**config.mk**
```make
export PLATFORM = sky130hd
export DESIGN_NAME = mac_acc
export DESIGN_NICKNAME = d
export VERILOG_FILES = /design/src/rtl/mac_acc.sv
export SDC_FILE = /design/constraint.sdc
export NUM_CORES = 1
export LEC_CHECK = 0
export CORE_AREA = 2 2 144 160
export CTS_CLUSTER_DIAMETER = 200
export DETAILED_ROUTE_END_ITERATION = 8
export DIE_AREA = 0 0 146 162
export GPL_TIMING_DRIVEN = 0
export HOLD_SLACK_MARGIN = 0.03
export MAX_ROUTING_LAYER = met4
export PLACE_DENSITY = 0.52
export SETUP_SLACK_MARGIN = 0.1
export SYNTH_ARGS = -nofsm -noshare
export SYNTH_HDL_FRONTEND = slang
export SYNTH_SLANG_ARGS = --single-unit
export TNS_END_PERCENT = 20
```
**constraint.sdc**
```tcl
create_clock -name CLK -period 3.24 [get_ports CLK]
set_input_delay 0.324 -clock CLK [delete_from_list [all_inputs] [get_ports CLK]]
set_output_delay 0.324 -clock CLK [all_outputs]
set_load 0.01 [all_outputs]
```
**src/rtl/mac_acc.sv**
```systemverilog
// mac_acc: sign-magnitude multiply-accumulate of VEC_LEN A*B beats onto an addend C.
// Define MAC_ACC_SAT_EN to saturate MOUT on overflow and report it on OVF; otherwise MOUT wraps.
module mac_acc #(
    parameter int A_BITWIDTH   = 8,
    parameter int B_BITWIDTH   = A_BITWIDTH,
    parameter int C_BITWIDTH   = 8,
    parameter int FRAC_A       = 6,
    parameter int FRAC_B       = 6,
    parameter int FRAC_C       = 6,
    parameter int OUT_BITWIDTH = 16,
    parameter int VEC_LEN      = 4
) (
    input  logic                    CLK,
    input  logic                    RSTn,
    input  logic                    START,
    input  logic [C_BITWIDTH-1:0]   DATA_C,
    input  logic                    IN_VALID,
    output logic                    IN_READY,
    input  logic [A_BITWIDTH-1:0]   DATA_A,
    input  logic [B_BITWIDTH-1:0]   DATA_B,
    output logic [OUT_BITWIDTH-1:0] MOUT,
    output logic                    DONE,
    output logic                    BUSY,
    output logic                    OVF
);

    localparam int ProdW  = A_BITWIDTH + B_BITWIDTH - 2;
    localparam int CShift = FRAC_A + FRAC_B - FRAC_C;
    localparam int CAlnW  = C_BITWIDTH - 1 + CShift;
    localparam int AccW   = ((ProdW > CAlnW) ? ProdW : CAlnW) + $clog2(VEC_LEN) + 2;
    localparam int CntW   = $clog2(VEC_LEN + 1);
    localparam int MagW   = OUT_BITWIDTH - 1;

    typedef enum logic [1:0] {StIdle, StRun, StDrain, StOut} state_e;

    state_e             r_state;
    state_e             w_state_nxt;
    logic               w_start;
    logic               w_accept;
    logic               w_last;
    logic               w_load_out;

    logic [CntW-1:0]    r_cnt;
    logic [ProdW-1:0]   r_prod_mag;
    logic               r_prod_sign;
    logic               r_prod_vld;
    logic [AccW-1:0]    r_acc;
    logic [OUT_BITWIDTH-1:0] r_mout;
    logic               r_done;

    logic [ProdW-1:0]   w_prod_mag;
    logic               w_prod_sign;
    logic [AccW-1:0]    w_prod_ext;
    logic [AccW-1:0]    w_prod_val;
    logic [AccW-1:0]    w_c_mag;
    logic [AccW-1:0]    w_c_val;
    logic               w_acc_neg;
    logic [AccW-1:0]    w_acc_abs;
    logic [MagW-1:0]    w_mag_out;

    // ---------------------------------------------------------------- control FSM
    always_ff @(posedge CLK or negedge RSTn) begin
        if (!RSTn) begin
            r_state <= StIdle;
        end else begin
            r_state <= w_state_nxt;
        end
    end

    assign w_last = (r_cnt == CntW'(VEC_LEN - 1));

    always_comb begin
        w_state_nxt = r_state;
        w_start     = 1'b0;
        w_accept    = 1'b0;
        w_load_out  = 1'b0;
        IN_READY    = 1'b0;
        BUSY        = (r_state != StIdle);
        unique case (r_state)
            StIdle: begin
                if (START) begin
                    w_start     = 1'b1;
                    w_state_nxt = StRun;
                end
            end
            StRun: begin
                IN_READY = 1'b1;
                if (IN_VALID) begin
                    w_accept = 1'b1;
                    if (w_last) begin
                        w_state_nxt = StDrain;
                    end
                end
            end
            StDrain: begin
                w_state_nxt = StOut;
            end
            StOut: begin
                w_load_out  = 1'b1;
                w_state_nxt = StIdle;
            end
            default: begin
                w_state_nxt = StIdle;
            end
        endcase
    end

    always_ff @(posedge CLK or negedge RSTn) begin
        if (!RSTn) begin
            r_cnt <= '0;
        end else if (w_start) begin
            r_cnt <= '0;
        end else if (w_accept) begin
            r_cnt <= r_cnt + CntW'(1);
        end
    end

    // ---------------------------------------------------------------- product stage
    assign w_prod_mag  = ProdW'(DATA_A[A_BITWIDTH-2:0]) * ProdW'(DATA_B[B_BITWIDTH-2:0]);
    assign w_prod_sign = DATA_A[A_BITWIDTH-1] ^ DATA_B[B_BITWIDTH-1];

    always_ff @(posedge CLK or negedge RSTn) begin
        if (!RSTn) begin
            r_prod_vld  <= 1'b0;
            r_prod_mag  <= '0;
            r_prod_sign <= 1'b0;
        end else begin
            r_prod_vld <= w_accept;
            if (w_accept) begin
                r_prod_mag  <= w_prod_mag;
                r_prod_sign <= w_prod_sign;
            end
        end
    end

    // ---------------------------------------------------------------- accumulate stage
    // Negative zero needs no special case: negating a zero magnitude yields zero.
    assign w_prod_ext = AccW'(r_prod_mag);
    assign w_prod_val = r_prod_sign ? (-w_prod_ext) : w_prod_ext;
    assign w_c_mag    = AccW'(DATA_C[C_BITWIDTH-2:0]) << CShift;
    assign w_c_val    = DATA_C[C_BITWIDTH-1] ? (-w_c_mag) : w_c_mag;

    always_ff @(posedge CLK or negedge RSTn) begin
        if (!RSTn) begin
            r_acc <= '0;
        end else if (w_start) begin
            r_acc <= w_c_val;
        end else if (r_prod_vld) begin
            r_acc <= r_acc + w_prod_val;
        end
    end

    // ---------------------------------------------------------------- result conversion
    assign w_acc_neg = r_acc[AccW-1];
    assign w_acc_abs = w_acc_neg ? (-r_acc) : r_acc;

`ifdef MAC_ACC_SAT_EN
    localparam int CmpW = (AccW > OUT_BITWIDTH) ? AccW : OUT_BITWIDTH;

    logic [CmpW-1:0] w_abs_ext;
    logic [CmpW-1:0] w_mag_max;
    logic            w_ovf;
    logic            r_ovf;

    assign w_abs_ext = CmpW'(w_acc_abs);
    assign w_mag_max = {{(CmpW - MagW){1'b0}}, {MagW{1'b1}}};
    assign w_ovf     = (w_abs_ext > w_mag_max);
    assign w_mag_out = w_ovf ? {MagW{1'b1}} : MagW'(w_acc_abs);

    always_ff @(posedge CLK or negedge RSTn) begin
        if (!RSTn) begin
            r_ovf <= 1'b0;
        end else if (w_load_out) begin
            r_ovf <= w_ovf;
        end
    end

    assign OVF = r_ovf;
`else
    assign w_mag_out = MagW'(w_acc_abs);
    assign OVF       = 1'b0;
`endif

    always_ff @(posedge CLK or negedge RSTn) begin
        if (!RSTn) begin
            r_mout <= '0;
            r_done <= 1'b0;
        end else begin
            r_done <= w_load_out;
            if (w_load_out) begin
                r_mout <= {w_acc_neg, w_mag_out};
            end
        end
    end

    assign MOUT = r_mout;
    assign DONE = r_done;

endmodule

```
==> flow_metrics.env, run 1 <==
export IMPL_hold_viol=0
export IMPL_diodes=0
export IMPL_startpoint_type="input pin"
export IMPL_timing_final_ws_setup_ps=-171.3
export IMPL_path_clk_slew_ps=70
export IMPL_multiInputGateArea_um2=4156
export IMPL_synth_seq_area_share=0.2593
export IMPL_via_per_inst=4.515
export IMPL_die_height_um=162
export IMPL_leakage_uw=0.003099
export IMPL_slew_headroom=0.5953
export IMPL_violations="setup timing"
export IMPL_dieArea_um2=23650
export IMPL_placed_cell_area_um2=6292
export IMPL_finalCritPeriodShare=1.053
export IMPL_avgSynthCellArea_um2=9.052
export IMPL_first_global_vias=4371
export IMPL_crit_fanout=5
export IMPL_required_ps=3420
export IMPL_tightest_slew_ps=607.1
export IMPL_place_congestion=0.7937
export IMPL_ioPinCount=48
export IMPL_async_reset_ff_frac=1.000
export IMPL_status="complete, but fails checks"
export IMPL_root_buffer="clkbuf_16"
export IMPL_finalSetupViolations=8
export IMPL_grt_pass1_wl_um=21560
export IMPL_drc=0
export IMPL_ir_drop_mv=0.3560
export IMPL_synth_area_um2=5404
export IMPL_netlist_instances=597
export IMPL_cts_buffers=5
export IMPL_max_freq_mhz=293.1
export IMPL_grt_total_usage=0.1123
export IMPL_grt_start_max_net_pins=37
export IMPL_start_util=0.2460
export IMPL_p_per_area_nw_per_um2=1004
export IMPL_wl_um=12590
export IMPL_cts_sinks=56
export IMPL_register_area_um2=1404
export IMPL_tritoncts="built"
export IMPL_die_x_um=146
export IMPL_worstSetupPathType="input pin to register"
export IMPL_finalCriticalPeriod_ps=3411
export IMPL_clk_latency_ps=300
export IMPL_drive_above_1_share=0.1712
export IMPL_synth_edf_count=0
export IMPL_final_area_um2=7034
export IMPL_ys_types=51
export IMPL_drt_pass1_iterations=4
export IMPL_drt_iter0_drc=136
export IMPL_cts_buffer_depth=2
export IMPL_port_buffers=45
export IMPL_grt_setup_unrepaired="true"
export IMPL_fin_skew_ps=8.277
export IMPL_dominantRegCellSynth="dfrtp_1"
export IMPL_antenna_left=0
export IMPL_hp_class="input pin to register"
export IMPL_cts_htree_levels=2
export IMPL_setup_tns_ps=-856.0
export IMPL_fillers=2334
export IMPL_wl_per_cell_um=13.11
export IMPL_power_total_uw=7063
export IMPL_grt_overflow=0
export IMPL_finalHoldWorstSlack_ps=325.3
export IMPL_ys_warnings_count=0
export IMPL_dp_hpwl_um=9998
export IMPL_maxSlewViolCount=0
export IMPL_drv_cap=0
export IMPL_coreArea_um2=21970
export IMPL_cp_arrival_ps=3590
export IMPL_nets=777
export IMPL_end_kind="register"
export IMPL_antenna_found_initial=0
export IMPL_via_count=4339
export IMPL_rows=57
export IMPL_area_growth_synth_to_final_pct=30.17
export IMPL_syn_nets=709
export IMPL_ys_ff_latch=56
## path summary, 6_finish.rpt
check | from | endpoint | slack, ps | cells after the start
hold reg to reg | r_cnt[2] | r_cnt[2] | 510 | 2
setup / recovery | DATA_B[1] | r_prod_mag[10] | -170 | 14
hold / removal | DATA_A[0] | r_prod_mag[0] | 330 | 3
setup reg to reg | r_prod_mag[6] | r_acc[16] | -100 | 11
min in group asynchronous | RSTn | DONE | 520 | 2
max in group asynchronous | RSTn | r_prod_mag[4] | 2130 | 3
## cell type report
cell class,instances,area share
clock buffer,5,0.01779
buffer,18,0.01387
multi-input combinational,487,0.5909
sequential,56,0.1996
tap,295,0.05247
timing repair buffer,61,0.09641
clock inverter,3,0.009783
inverter,36,0.01921
## placed cells by master, fill, tap and decap left out, types with 4 or more instances in the layout
master and count:
clkdlybuf4s50_1 31, mux2i_1 12, nor2_1 35, mux2_2 4, inv_1 35, o21ai_1 4, nor3b_1 5, buf_12 9
o21ai_0 30, clkbuf_1 12, a211oi_2 4, buf_6 6, and3_1 8, buf_4 15, xor2_1 22, nand3b_1 5
o31ai_1 12, nand2b_1 4, nand3_1 10, a21oi_1 35, or4_4 5, ha_4 11, o21ai_2 5, clkbuf_16 5
ha_1 45, a211oi_1 4, a21o_1 20, nand2_1 49, fa_1 24, and2_1 33, xnor2_1 30, dfrtp_1 54
## cell usage after synthesis (20+ instances only)
master   number  area share
ha_1         59        0.14
dfrtp_1      56        0.26
nand2_1      56       0.039
o21ai_0      40       0.037
a21oi_1      38       0.035
inv_1        36       0.025
nor2_1       36       0.025
and2_1       34       0.039
xnor2_1      30       0.049
fa_1         25       0.093
xor2_1       22       0.036
a21o_1       20       0.028
## registers in the layout, summed over array words and instances (netlist names)
| signal | count |
|---|---|
| DONE | 1 |
| r_acc | 18 |
| MOUT | 16 |
| r_prod_vld | 1 |
| r_state | 2 |
| r_prod_mag | 14 |
| r_prod_sign | 1 |
| r_cnt | 3 |
## per-layer routing
metal,wire length [um],global-route usage,vias up
met5,0,-,-
met4,95,0.02868,0
met3,300,0.01264,6
met2,6133,0.1910,49
met1,6064,0.1432,2065
li1,-,-,2219
## critical path, cell delays in order
cell      delay [ps]
buf_12           100
buf_4            140
and2_1           140
fa_1             430
ha_1             340
ha_4             230
fa_1             580
ha_4             230
a21o_1           190
a21oi_4          200
o21bai_4         100
a31oi_2          160
mux2i_1           90
or3_1            300
## cells by family (layout without fill, tap and decap cells)
group	Yosys count	in the layout	synth area share
AOI/OAI and AO/OA	148	148	0.1737
xor gates and xnor gates	53	53	0.08729
adders and majority gates	84	84	0.2292
buffers and inverters	54	123	0.04306
DFF	56	56	0.2593
muxes	16	16	0.03056
other	1	1	0.0006939
and+or+nand+nor	185	185	0.1762
## power by group
part	switching [uW]	leakage [uW]	internal [uW]
clock network	269	0.0000944	446
logic	2560	0.00233	2420
registers	336	0.000671	1030
## stage by stage
| stage | util | worst slack, ps | cells |
|---|---|---|---|
| 2_1_floorplan | - | -276.7 | 597 |
| 3_3_place_gp | 0.2858 | -1321 | 937 |
| 3_5_place_dp | 0.2865 | -1342 | 938 |
| 4_1_cts | 0.3071 | -186.7 | 950 |
| 5_1_grt | 0.3202 | -296.9 | 961 |
| 6_report | 0.3202 | -171.3 | 961 |
## repair_timing
item | CTS | global route
setup buffers | 3 | 11
endpoints found under the hold margin | 20 | 0
hold buffers | 1 | 0
setup endpoints to repair | 19 | 17
resized for setup | 123 | 45
pin swaps | 18 | 30
Note: power is estimated with default switching activity, not from simulation.
==> run 2, diff against run 1 <==
--- a/config.mk
+++ b/config.mk
@@ -12,8 +12,9 @@
 export GPL_TIMING_DRIVEN = 0
 export HOLD_SLACK_MARGIN = 0.03
 export MAX_ROUTING_LAYER = met4
-export PLACE_DENSITY = 0.52
+export PLACE_DENSITY = 0.51
 export SETUP_SLACK_MARGIN = 0.1
+export SLEW_MARGIN = 40
 export SYNTH_ARGS = -nofsm -noshare
 export SYNTH_HDL_FRONTEND = slang
 export SYNTH_SLANG_ARGS = --single-unit
==> constraint.sdc (replaced) <==
create_clock -name CLK -period 3.7 [get_ports CLK]
set_input_delay 0.37 -clock CLK [delete_from_list [all_inputs] [get_ports CLK]]
set_output_delay 0.37 -clock CLK [all_outputs]
set_load 0.01 [all_outputs]
==> flow_metrics.env, run 2 (synthesized netlist as in run 1, its figures left out) <==
export IMPL_top_register="r_acc"
export IMPL_largest_reg_flops=18
export IMPL_fin_skew_ps=5.991
export IMPL_required_ps=3880
export IMPL_final_cell_mix="dfrtp_1, nand2_1, ha_1"
export IMPL_antenna_found_initial=0
export IMPL_grt_setup_unrepaired="true"
export IMPL_worstSetupPathType="input pin to register"
export IMPL_nets=766
export IMPL_reg2reg_from="r_prod_mag[2]"
export IMPL_finalHoldWorstSlack_ps=382.6
export IMPL_drc=0
export IMPL_hp_class="input pin to register"
export IMPL_leakage_uw=0.002983
export IMPL_cts_htree_levels=2
export IMPL_placed_cell_area_um2=6279
export IMPL_grt_total_usage=0.1119
export IMPL_cts_sinks=56
export IMPL_grt_start_max_net_pins=42
export IMPL_startpoint_type="input pin"
export IMPL_wl_per_cell_um=13.07
export IMPL_coreArea_um2=21970
export IMPL_cp_arrival_ps=3710
export IMPL_dieArea_um2=23650
export IMPL_area_growth_synth_to_final_pct=22.92
export IMPL_drt_iter0_drc=145
export IMPL_final_cells=950
export IMPL_first_global_vias=4252
export IMPL_setup_tns_ps=0
export IMPL_slowest_delay_ps=560
export IMPL_drv_cap=0
export IMPL_tightest_slew_ps=645.9
export IMPL_min_from="DATA_A[0]"
export IMPL_via_per_inst=4.485
export IMPL_crit_fanout=6
export IMPL_ir_drop_mv=0.3062
export IMPL_hold_viol=0
export IMPL_start_util=0.2460
export IMPL_layout_commonest_cell="dfrtp_1"
export IMPL_final_area_um2=6643
export IMPL_grt_overflow=0
export IMPL_wl_um=12420
export IMPL_final_util=0.3024
export IMPL_root_buffer="clkbuf_16"
export IMPL_die_height_um=162
export IMPL_finalSetupViolations=0
export IMPL_die_x_um=146
export IMPL_cts_buffer_depth=2
export IMPL_drt_pass1_iterations=4
export IMPL_dp_hpwl_um=10110
export IMPL_finalCritPeriodShare=0.9557
export IMPL_port_buffers=45
export IMPL_max_freq_mhz=282.8
export IMPL_ioPinCount=48
export IMPL_dp_cells=938
export IMPL_rows=57
export IMPL_crit_chain="buf_12 > nand2_4 > fa_1 > fa_1 > fa_1 > inv_2 > fa_1 > ha_4 > o21ai_2 > nand2b_1 > a31oi_4 > o21bai_1 > xnor2_1 > o21ai_1"
export IMPL_tritoncts="built"
export IMPL_cp_common_cell="fa_1"
export IMPL_finalCriticalPeriod_ps=3536
export IMPL_p_per_area_nw_per_um2=847.1
export IMPL_end_kind="register"
export IMPL_clk_latency_ps=300
export IMPL_regToRegSetupSlack_ps=230
export IMPL_status="finished clean"
export IMPL_path_clk_slew_ps=70
export IMPL_cts_buffers=5
export IMPL_diodes=0
export IMPL_maxSlewViolCount=0
export IMPL_drive_above_1_share=0.1191
export IMPL_place_congestion=0.7858
export IMPL_antenna_left=0
export IMPL_slowest_stage="fa_1"
export IMPL_slew_headroom=0.5668
export IMPL_grt_pass1_wl_um=21380
export IMPL_via_count=4261
export IMPL_startpoint="DATA_A[2]"
## run 2: changes by cell type in the layout (fill, tap and decap cells not counted), sizes merged
| cell | before | now |
|---|---|---|
| buf | 34 | 23 |
| clkdlybuf4s15 | 1 | 0 |
| dlygate4sd2 | 0 | 1 |
| bufinv | 2 | 0 |
| clkinvlp | 0 | 1 |
| clkinv | 0 | 1 |
## run 2: layer usage
metal  vias to the layer above  global-route usage  share of wire
met2                        54              0.1874           0.48
met1                      1997              0.1446           0.48
li1                       2201                   -              -
met4                         0             0.02383          0.011
met5                         -                   -              0
met3                         9             0.01629          0.030
## run 2: where the power goes
group	internal (uW)	total, uW	switching (uW)
logic	1850	3940	2090
clock network	258	500	242
registers	901	1190	288
total	3000	5630	2620
## run 2: repair_timing
action                                 4_1_cts  5_1_grt
pin swaps                                    6       16
setup buffers                                1        2
setup endpoints to repair                    9       14
gates resized for setup                     57       74
hold buffers                                 1        0
endpoints found under the hold margin       15        0
## run 2: per-stage QoR
stage | power [uW] | setup WS, ps
global placement | 4931 | -889.4
finish | 5627 | 164.1
floorplan | 3981 | 124.4
detailed placement | 4957 | -916.0
global route | 6253 | -4.636
CTS | 5537 | 52.84
## run 2: final cells by class
class | instances | area, um2
flip-flops and latches | 56 | 1401
inverters | 36 | 135.1
fillers | 2422 | 15320
repair buffers | 50 | 535.5
clock inverters | 3 | 27.53
clock buffers | 5 | 125.1
multi-input cells | 487 | 3951
well taps | 295 | 369.1
plain buffers | 18 | 97.59
## run 2: path summary, 6_finish.rpt
| check | endpoint | cells past startpoint |
|---|---|---|
| worst max-delay path | r_prod_mag[11] | 14 |
| min in group asynchronous | DONE | 2 |
| max in group asynchronous | r_prod_vld | 3 |
| worst max register to register | r_acc[16] | 11 |
| worst min-delay path | r_prod_mag[0] | 3 |
| worst min register to register | MOUT[0] | 1 |
## run 2: worst max-delay path: cells and delay by family
kind                     cells  cell delay [ps]
adder cells (fa/ha/maj)      5             2370
AO/OA/AOI/OAI                4              540
XOR/XNOR                     1              170
AND/OR/NAND/NOR              2              140
buffers and inverters        2              130
